**config.mk**
```make
export PLATFORM = sky130hd
export DESIGN_NAME = blink_sequencer
export DESIGN_NICKNAME = d
export VERILOG_FILES = /design/src/rtl/blink_pkg.sv /design/src/rtl/blink_prescaler.sv /design/src/rtl/blink_sequencer.sv
export SDC_FILE = /design/constraint.sdc
export NUM_CORES = 1
export LEC_CHECK = 0
export BUFFER_PORTS_ARGS = -buffer_cell sky130_fd_sc_hd__buf_4
export CORE_MARGIN = 5
export CORE_UTILIZATION = 40
export CTS_CLUSTER_SIZE = 30
export DETAILED_ROUTE_END_ITERATION = 8
export SYNTH_ARGS = -nofsm -noshare
export SYNTH_HDL_FRONTEND = slang
export SYNTH_SLANG_ARGS = --single-unit
```
**constraint.sdc**
```tcl
create_clock -name clk -period 2.78 [get_ports clk]
set_input_delay 0.278 -clock clk [delete_from_list [all_inputs] [get_ports clk]]
set_output_delay 0.278 -clock clk [all_outputs]
set_load 0.1 [all_outputs]
```
**src/rtl/blink_pkg.sv**
```systemverilog
// Shared types and helpers for the status-LED blink sequencer.
package blink_pkg;

   localparam int unsigned RATE_W    = 4;
   localparam int unsigned PAT_W_DEF = 8;
   localparam int unsigned REP_W_DEF = 4;

   typedef enum logic [1:0] {
      IDLE = 2'd0,
      RUN  = 2'd1,
      GAP  = 2'd2
   } state_t;

   // Limit the step exponent so the prescaler mask always fits its counter.
   function automatic logic [RATE_W-1:0] clamp_rate(input logic [RATE_W-1:0] rate,
                                                    input int unsigned cnt_w);
      if (32'(rate) > cnt_w - 32'd1) return RATE_W'(cnt_w - 32'd1);
      return rate;
   endfunction

endpackage

```
**src/rtl/blink_prescaler.sv**
```systemverilog
// Free-running prescaler; tick fires when the low 'rate' bits are all ones.
module blink_prescaler
   import blink_pkg::*;
#(
   parameter int unsigned CNT_W = 16
) (
   input  logic              clk,
   input  logic              rst_n,
   input  logic              clear,
   input  logic              enable,
   input  logic [RATE_W-1:0] rate,
   output logic              tick
);

   logic [CNT_W-1:0] cnt;
   logic [CNT_W-1:0] mask;

   always_ff @(posedge clk or negedge rst_n) begin
      if (!rst_n)      cnt <= '0;
      else if (clear)  cnt <= '0;
      else if (enable) cnt <= cnt + CNT_W'(1);
   end

   assign mask = CNT_W'((32'd1 << rate) - 32'd1);
   assign tick = enable && ((cnt & mask) == mask);

endmodule

```
**src/rtl/blink_sequencer.sv**
```systemverilog
// Programmable LED pattern sequencer. Define BLINK_SEQ_GAP_EN to insert a
// dark gap of PAT_W steps between passes.
module blink_sequencer
   import blink_pkg::*;
#(
   parameter int unsigned CNT_W = 16,
   parameter int unsigned PAT_W = PAT_W_DEF,
   parameter int unsigned REP_W = REP_W_DEF
) (
   input  logic              clk,
   input  logic              rst_n,
   input  logic              cfg_valid,
   output logic              cfg_ready,
   input  logic [PAT_W-1:0]  cfg_pattern,
   input  logic [RATE_W-1:0] cfg_rate,
   input  logic [REP_W-1:0]  cfg_repeat,
   input  logic              abort,
   output logic              led,
   output logic              busy,
   output logic              done,
   output logic [REP_W-1:0]  pass_count
);

   localparam int unsigned     STEP_W    = (PAT_W > 1) ? $clog2(PAT_W) : 1;
   localparam logic [STEP_W-1:0] LAST_STEP = STEP_W'(PAT_W - 1);

   state_t             state;
   logic [PAT_W-1:0]   pat_q;
   logic [PAT_W-1:0]   shreg;
   logic [RATE_W-1:0]  rate_q;
   logic [REP_W-1:0]   rep_q;
   logic [STEP_W-1:0]  step;
   logic [REP_W-1:0]   pass_inc;
   logic               accept;
   logic               tick;

   assign cfg_ready = (state == IDLE);
   assign accept    = cfg_valid && cfg_ready && !abort;
   assign pass_inc  = (pass_count == '1) ? pass_count : pass_count + REP_W'(1);

   blink_prescaler #(.CNT_W(CNT_W)) u_prescaler (
      .clk    (clk),
      .rst_n  (rst_n),
      .clear  (accept),
      .enable (state != IDLE),
      .rate   (rate_q),
      .tick   (tick)
   );

   // shreg keeps the bit currently on the LED at its MSB.
   always_ff @(posedge clk or negedge rst_n) begin
      if (!rst_n) begin
         state      <= IDLE;
         pat_q      <= '0;
         shreg      <= '0;
         rate_q     <= '0;
         rep_q      <= '0;
         step       <= '0;
         led        <= 1'b0;
         busy       <= 1'b0;
         done       <= 1'b0;
         pass_count <= '0;
      end else begin
         done <= 1'b0;
         case (state)
            IDLE: begin
               if (accept) begin
                  pat_q      <= cfg_pattern;
                  shreg      <= cfg_pattern;
                  rate_q     <= clamp_rate(cfg_rate, CNT_W);
                  rep_q      <= cfg_repeat;
                  step       <= '0;
                  pass_count <= '0;
                  led        <= cfg_pattern[PAT_W-1];
                  busy       <= 1'b1;
                  state      <= RUN;
               end
            end
            RUN: begin
               if (abort) begin
                  state <= IDLE;
                  led   <= 1'b0;
                  busy  <= 1'b0;
               end else if (tick) begin
                  if (step != LAST_STEP) begin
                     step  <= step + STEP_W'(1);
                     led   <= shreg[PAT_W-2];
                     shreg <= {shreg[PAT_W-2:0], 1'b0};
                  end else begin
                     pass_count <= pass_inc;
                     step       <= '0;
                     if (rep_q != '0 && pass_inc == rep_q) begin
                        state <= IDLE;
                        led   <= 1'b0;
                        busy  <= 1'b0;
                        done  <= 1'b1;
                     end else begin
`ifdef BLINK_SEQ_GAP_EN
                        led   <= 1'b0;
                        state <= GAP;
`else
                        led   <= pat_q[PAT_W-1];
                        shreg <= pat_q;
`endif
                     end
                  end
               end
            end
`ifdef BLINK_SEQ_GAP_EN
            GAP: begin
               if (abort) begin
                  state <= IDLE;
                  led   <= 1'b0;
                  busy  <= 1'b0;
               end else if (tick) begin
                  if (step != LAST_STEP) begin
                     step <= step + STEP_W'(1);
                  end else begin
                     step  <= '0;
                     led   <= pat_q[PAT_W-1];
                     shreg <= pat_q;
                     state <= RUN;
                  end
               end
            end
`endif
            default: begin
               state <= IDLE;
               led   <= 1'b0;
               busy  <= 1'b0;
            end
         endcase
      end
   end

endmodule
```
==> results.txt, run 1 <==
Worst setup EP type: flop
Max cap viols: 0
PwrDens: 535 nW/µm²
CP Cell Sequence: nor3_2 > nand2b_1 > ha_4 > or3_4 > mux2_2 > o221a_2 > nand4_4 > a2bb2oi_4 > buf_12 > mux2_4
Full die area: 9280 µm²
Fin Hold WS: -0.0245 ns
Most common cell after layout, fill and taps aside: nand2_1
Max clock buf depth: 2
Clock slew at reported path FFs: 0.10 ns
Peak Freq: 373 MHz
Top FF cell, synth: dfrtp_1
Syn Nets: 343
Avg Cell Area, Syn: 9.38 µm²
Ys Warns: 0
Crit path time final: 2.68 ns
TritonRoute pass-1 iters: 4
Worst min-delay path category: in -> async
Area delta synth->final: 16.4%
Leak pwr: 1.56 nW
Final setup viols: 0
Status: finished with violations
Fin crit share: 0.965
Die height: 96.4 µm
CP Max Fanout: 9
Slowest CP cell: dfrtp_1
WP buf/inv: 1
Vias/cell: 5.29
Hold Vio Cnt, Final: 24
Clk sinks: 48
Drt wl/cell: 14.7 µm
Grt total ovfl: 0
Cell count after synthesis: 318
Power Total: 1.86 mW
Worst skew pair latency: 0.30 ns
Top post-synthesis cells by area: dfrtp_1 40%, nand2_1 7.6%, xor2_1 4.1%, mux2_4 3.5%, nor2_1 3.3%
Largest net degree at the start of global routing: 49
Top Ports: 28
Critical path data arrival time: 2.87 ns
Yosys top cell area share: 0.403
CP top delay family: simple AND/OR/NAND/NOR gates
FFs w/ async S/R, synth: 1.00
DP Worst Slack: -0.0721 ns
DRC: 0
Starting density of the core: 0.411
Rows: 31
Clk root buf: clkbuf_8
Global-route wire length before repair: 11,400 µm
Worst Tran Pin Value: 0.643 ns
Commonest cells after routing, fill and taps aside: 60 x nand2_1, 45 x dfrtp_1, 41 x buf_4
RSZ-0062 raised after global routing: yes
DRT iter0 DRCs: 73
ANT nets after route: 0
Setup Skew: 0.00872 ns
Register area share after synthesis: 0.403
Setup CP Type: reg -> reg
Share of cells above drive strength 1: 0.251
CTS tree: yes
PortBufs: 27
Initial antenna violation count: 0
Routed vias: 2,358
Failing checks: negative hold slack
Post-synth EDFFs: 0
Final #Nets: 371
CTS Hold Bufs: 0
Final WL: 6540 µm
Post-route non-filler standard cell count: 446
Num CTS Buffers: 5
GP Congestion: 0.817
Chip width: 96.4 µm
Yosys top cell by area: dfrtp_1
Distinct cells, synth: 61
H-tree depth: 2
CP required: 2.97 ns
Cell count after placement: 436
Vias in the first global route: 2,361
Crit-path max cell delay: 0.41 ns
Max-slew headroom: 0.571
Total GRT Usage: 0.155
N_diodes: 0
DP HPWL: 4650 µm
Startpoint types: flop
Final WS setup: 0.0963 ns
Number of synthesized register bits: 48
Peak VDD IR: 0.248 mV
Mapped Area: 2980 µm²
Core area: 7250 µm²
Slew Limit Fails: 0
==> flip-flops by register name, indices dropped and copies added, names as in the netlist <==
register,flops
u_prescaler.cnt,15
pat_q,8
shreg,7
pass_count,4
rate_q,4
rep_q,4
step,3
done,1
led,1
state,1
==> worst paths after layout <==
kind / depth (start not counted) / slack, ns / endpoint / start
min reg2reg: 2 / 0.48 / pat_q[3] / pat_q[3]
max in group asynchronous: 1 / 2.33 / state[0] / rst_n
min: 1 / -0.02 / step[0] / rst_n
min in group clk: 3 / 0.16 / rep_q[2] / cfg_repeat[2]
max: 10 / 0.1 / shreg[3] / rate_q[2]
max reg2reg: 10 / 0.1 / shreg[3] / rate_q[2]
==> cell families (layout without fill, tap and decap cells) <==
family	after synthesis	count (layout)	share of synthesized area
AO/OA/AOI/OAI	52	52	0.155
buffers and inverters	30	59	0.0524
XOR/XNOR	18	18	0.0529
AND/OR/NAND/NOR	150	150	0.253
multiplexers	15	15	0.0625
flip-flops	48	48	0.403
adder cells (fa/ha/maj)	5	5	0.0210
==> through the flow <==
stage / utilization / instance area, µm² / TNS (ns)
after floorplan: - / 2990 / 0
final: 0.479 / 3470 / 0
after global placement: 0.457 / 3310 / 0
after detailed placement: 0.457 / 3310 / -0.406
after global routing: 0.479 / 3470 / -0.0373
after CTS: 0.471 / 3420 / 0
==> report_power, final <==
group          switching, mW  total [mW]  internal (mW)
clock                  0.247       0.451          0.204
combinational          0.293       0.557          0.264
sequential            0.0685       0.848          0.779
total                  0.609        1.86           1.25
==> metal layers <==
layer / vias to the layer above / share of wire / track usage
li1: 1171 / - / -
met5: - / 0 / 0
met3: 4 / 0.041 / 0.0266
met4: 0 / 0.0084 / 0.0350
met2: 41 / 0.46 / 0.253
met1: 1142 / 0.49 / 0.216
==> final cells by class <==
type,count,area (µm²)
fillers,722,3780
multi-input cells,240,1670
flip-flops and latches,48,1200
repair buffers,43,343
well taps,99,124
clock buffers,6,82.6
inverters,8,30.0
clock inverters,2,13.8
==> repair_timing <==
action / CTS / global route
setup buffers: 0 / 2
gates resized for setup: 2 / 8
setup endpoints to repair: 11 / 11
pin swaps: 1 / 4
hold endpoints to repair: 0 / 0
==> cells in the mapped netlist, types with 2 or more instances <==
cell,number
and4_1,3
dfrtp_1,48
xor2_1,14
mux2_4,7
buf_2,2
mux2i_1,7
a221oi_1,2
nand3_1,12
or3b_2,2
o211ai_1,2
a31oi_1,2
nor3_1,7
o21ai_0,10
and3_1,7
a211oi_1,4
or2_2,2
nand2b_1,6
nor4_1,2
a2111oi_4,3
inv_1,8
nor2b_1,4
xnor2_1,4
o221ai_2,2
a211oi_2,2
nand4b_1,2
buf_4,3
a21oi_1,10
or4bb_1,2
nand2_1,60
ha_1,5
nor2_1,26
clkbuf_1,12
buf_6,4
or3_1,2
nand4_1,4
Note: power is estimated with default switching activity, not from simulation.
==> run 2: changes to the inputs <==
- PLACE_DENSITY_LB_ADDON: not set -> 0.1
- clock period: 2.78 -> 3.45 ns (I/O delays scaled with it)
==> results.txt, run 2 (synthesis results as in run 1) <==
ANT nets after route: 0 (unchanged)
PwrDens: 457 nW/µm² (-14%)
Power Total: 1.53 mW (-18%)
Core area: 7250 µm² (unchanged)
Max clock buf depth: 2 (unchanged)
CP Max Fanout: 14 (+5)
H-tree depth: 2 (unchanged)
Worst setup EP type: flop
Largest register by flop count: u_prescaler.cnt
Reg2reg start: rate_q[3]
Seq pwr share: 0.448 (-0.009)
Total GRT Usage: 0.161 (+0.00586)
DRC: 0 (unchanged)
Max-slew headroom: 0.430 (-0.141)
Status: finished, final reports clean
Rows: 31 (unchanged)
Switching power: 0.495 mW (-19%)
PortBufs: 27 (unchanged)
Sum Neg Setup Slack: 0 ns (unchanged)
Setup CP Type: reg -> reg
RSZ-0062 raised after global routing: no
Drt wl/cell: 15.0 µm (+2.3%)
Most common cell after layout, fill and taps aside: nand2_1
Biggest regs: u_prescaler.cnt x15, pat_q x8, shreg x7
Global-route wire length before repair: 11,500 µm (+1.1%)
Reg2Reg Setup Slack: 0.37 ns (+0.27 ns)
Routing usage on met1: 0.231 (+0.0147)
Critical path data arrival time: 3.28 ns (+0.41 ns)
Multi-input gate area: 1630 µm² (-2.7%)
FF+latch area: 1200 µm² (-0.31%)
Starting density of the core: 0.411 (unchanged)
Vias/cell: 5.19 (-1.9%)
Chip width: 96.4 µm (unchanged)
Met2 global-route usage: 0.248 (-0.00518)
Routing usage on met3: 0.0399 (+0.0133)
Peak VDD IR: 0.204 mV (-18%)
Initial antenna violation count: 0 (unchanged)
Combinational power share: 0.272 (-0.028)
Clk sinks: 48 (unchanged)
Worst Tran Pin Value: 0.854 ns (+0.211 ns)
Clk root buf: clkbuf_8
Global route hottest layer: met2
Startpoint types: flop
CTS Hold Bufs: 0 (unchanged)
Final #Nets: 361 (-2.7%)
Num CTS Buffers: 5 (unchanged)
Leak pwr: 1.52 nW (-3.2%)
N_diodes: 0 (unchanged)
Clock power frac: 0.280 (+0.037)
Final WL: 6540 µm (about the same)
Fin crit share: 0.893 (-0.0721)
Slew Limit Fails: 0 (unchanged)
Area delta synth->final: 12.2%
Routed vias: 2,261 (-4.1%)
Max reg flops: 15 (unchanged)
Share of cells above drive strength 1: 0.199 (-0.0519)
Peak Freq: 325 MHz (-13%)
Reg-to-Reg End: shreg[1]
Fill count: 711 (-1.5%)
Vias in the first global route: 2,206 (-6.6%)
Full die area: 9280 µm² (unchanged)
Final setup viols: 0 (unchanged)
Max cap viols: 0 (unchanged)
GP Congestion: 0.724 (-11%)
DP HPWL: 4490 µm (-3.4%)
Postcts setup bufs: 0 (unchanged)
FF-to-FF path depth: 9 (-1)
Die height: 96.4 µm (unchanged)
TritonRoute pass-1 iters: 4 (unchanged)
Post-CTS Resized: 0 (-2)
Cell count after placement: 428 (-1.8%)
Grt total ovfl: 0 (unchanged)
Top Ports: 28 (unchanged)
Post-route non-filler standard cell count: 436 (-2.2%)
Worst skew pair latency: 0.31 ns (about the same)
Hold Vio Cnt, Final: 0 (-100%)
Largest net degree at the start of global routing: 49 (unchanged)
Worst min-delay path category: in -> async
Pint: 1.04 mW (-17%)
CP required: 3.65 ns (+0.68 ns)
Commonest cells after routing, fill and taps aside: 60 x nand2_1, 48 x dfrtp_1, 33 x buf_4
Clock slew at reported path FFs: 0.10 ns (about the same)
CTS tree: yes
Sw Ratio: 0.323 (-0.00462)
DRT iter0 DRCs: 107 (+47%)
Crit path time final: 3.08 ns (+0.398 ns)
Setup Skew: 0.00546 ns (-0.00326 ns)
[run 2: cell types whose count changed in the layout (fill, tap and decap cells not counted), sizes merged]
cell    change
inv         -1
clkinv      +1
clkbuf      -1
bufinv      +1
buf        -10
[run 2: worst max-delay path, cell delays in order (launching register included)]
cell and delay (ns):
dfrtp_1 0.39, nor3_1 0.33, nand2b_1 0.10, ha_1 0.35, xor2_1 0.21, o2bb2ai_1 0.13, a2111oi_4 0.43, nand4_4 0.29
a2bb2oi_4 0.40, mux2_4 0.33
[run 2: per-stage QoR]
step	util	instance area, µm²	hold slack, ns	setup WS [ns]
floorplan	-	2980	0.0494	0.205
global placement	0.445	3230	0.411	0.413
detailed placement	0.445	3230	0.417	0.359
CTS	0.461	3350	0.0810	0.355
global route	0.461	3350	0.0953	0.138
finish	0.461	3350	0.0432	0.368
[run 2: cell type report]
cell class,count,share of cell area
multi-input cells,240,0.486
flip-flops and latches,48,0.359
repair buffers,33,0.0740
well taps,99,0.0370
clock buffers,5,0.0206
clock inverters,3,0.0142
inverters,8,0.00897
[run 2: power by group through the flow]
stage / clock, mW / combinational [mW] / sequential, mW
5_1_grt: 0.474 / 0.465 / 0.699
6_report: 0.429 / 0.416 / 0.686
4_1_cts: 0.443 / 0.422 / 0.686
3_5_place_dp: 0 / 0.418 / 0.696
2_1_floorplan: 0 / 0.328 / 0.697
3_3_place_gp: 0 / 0.415 / 0.696
[run 2: metal layers]
| metal | vias to the layer above | part of all wire |
|---|---|---|
| met1 | 1073 | 0.49 |
| met2 | 37 | 0.46 |
| met4 | 0 | 0.0081 |
| met3 | 4 | 0.046 |
| li1 | 1147 | - |
| met5 | - | 0 |
[run 2: worst max-delay path by stage]
| stage | start | end | slack [ns] |
|---|---|---|---|
| 2_1_floorplan | state[0] | shreg[0] | 0.20 |
| 3_3_place_gp | rate_q[3] | shreg[0] | 0.41 |
| 3_5_place_dp | rate_q[3] | shreg[3] | 0.36 |
| 4_1_cts | rate_q[3] | shreg[1] | 0.35 |
| 5_1_grt | rate_q[3] | shreg[1] | 0.14 |
| 6_report | rate_q[3] | shreg[1] | 0.37 |
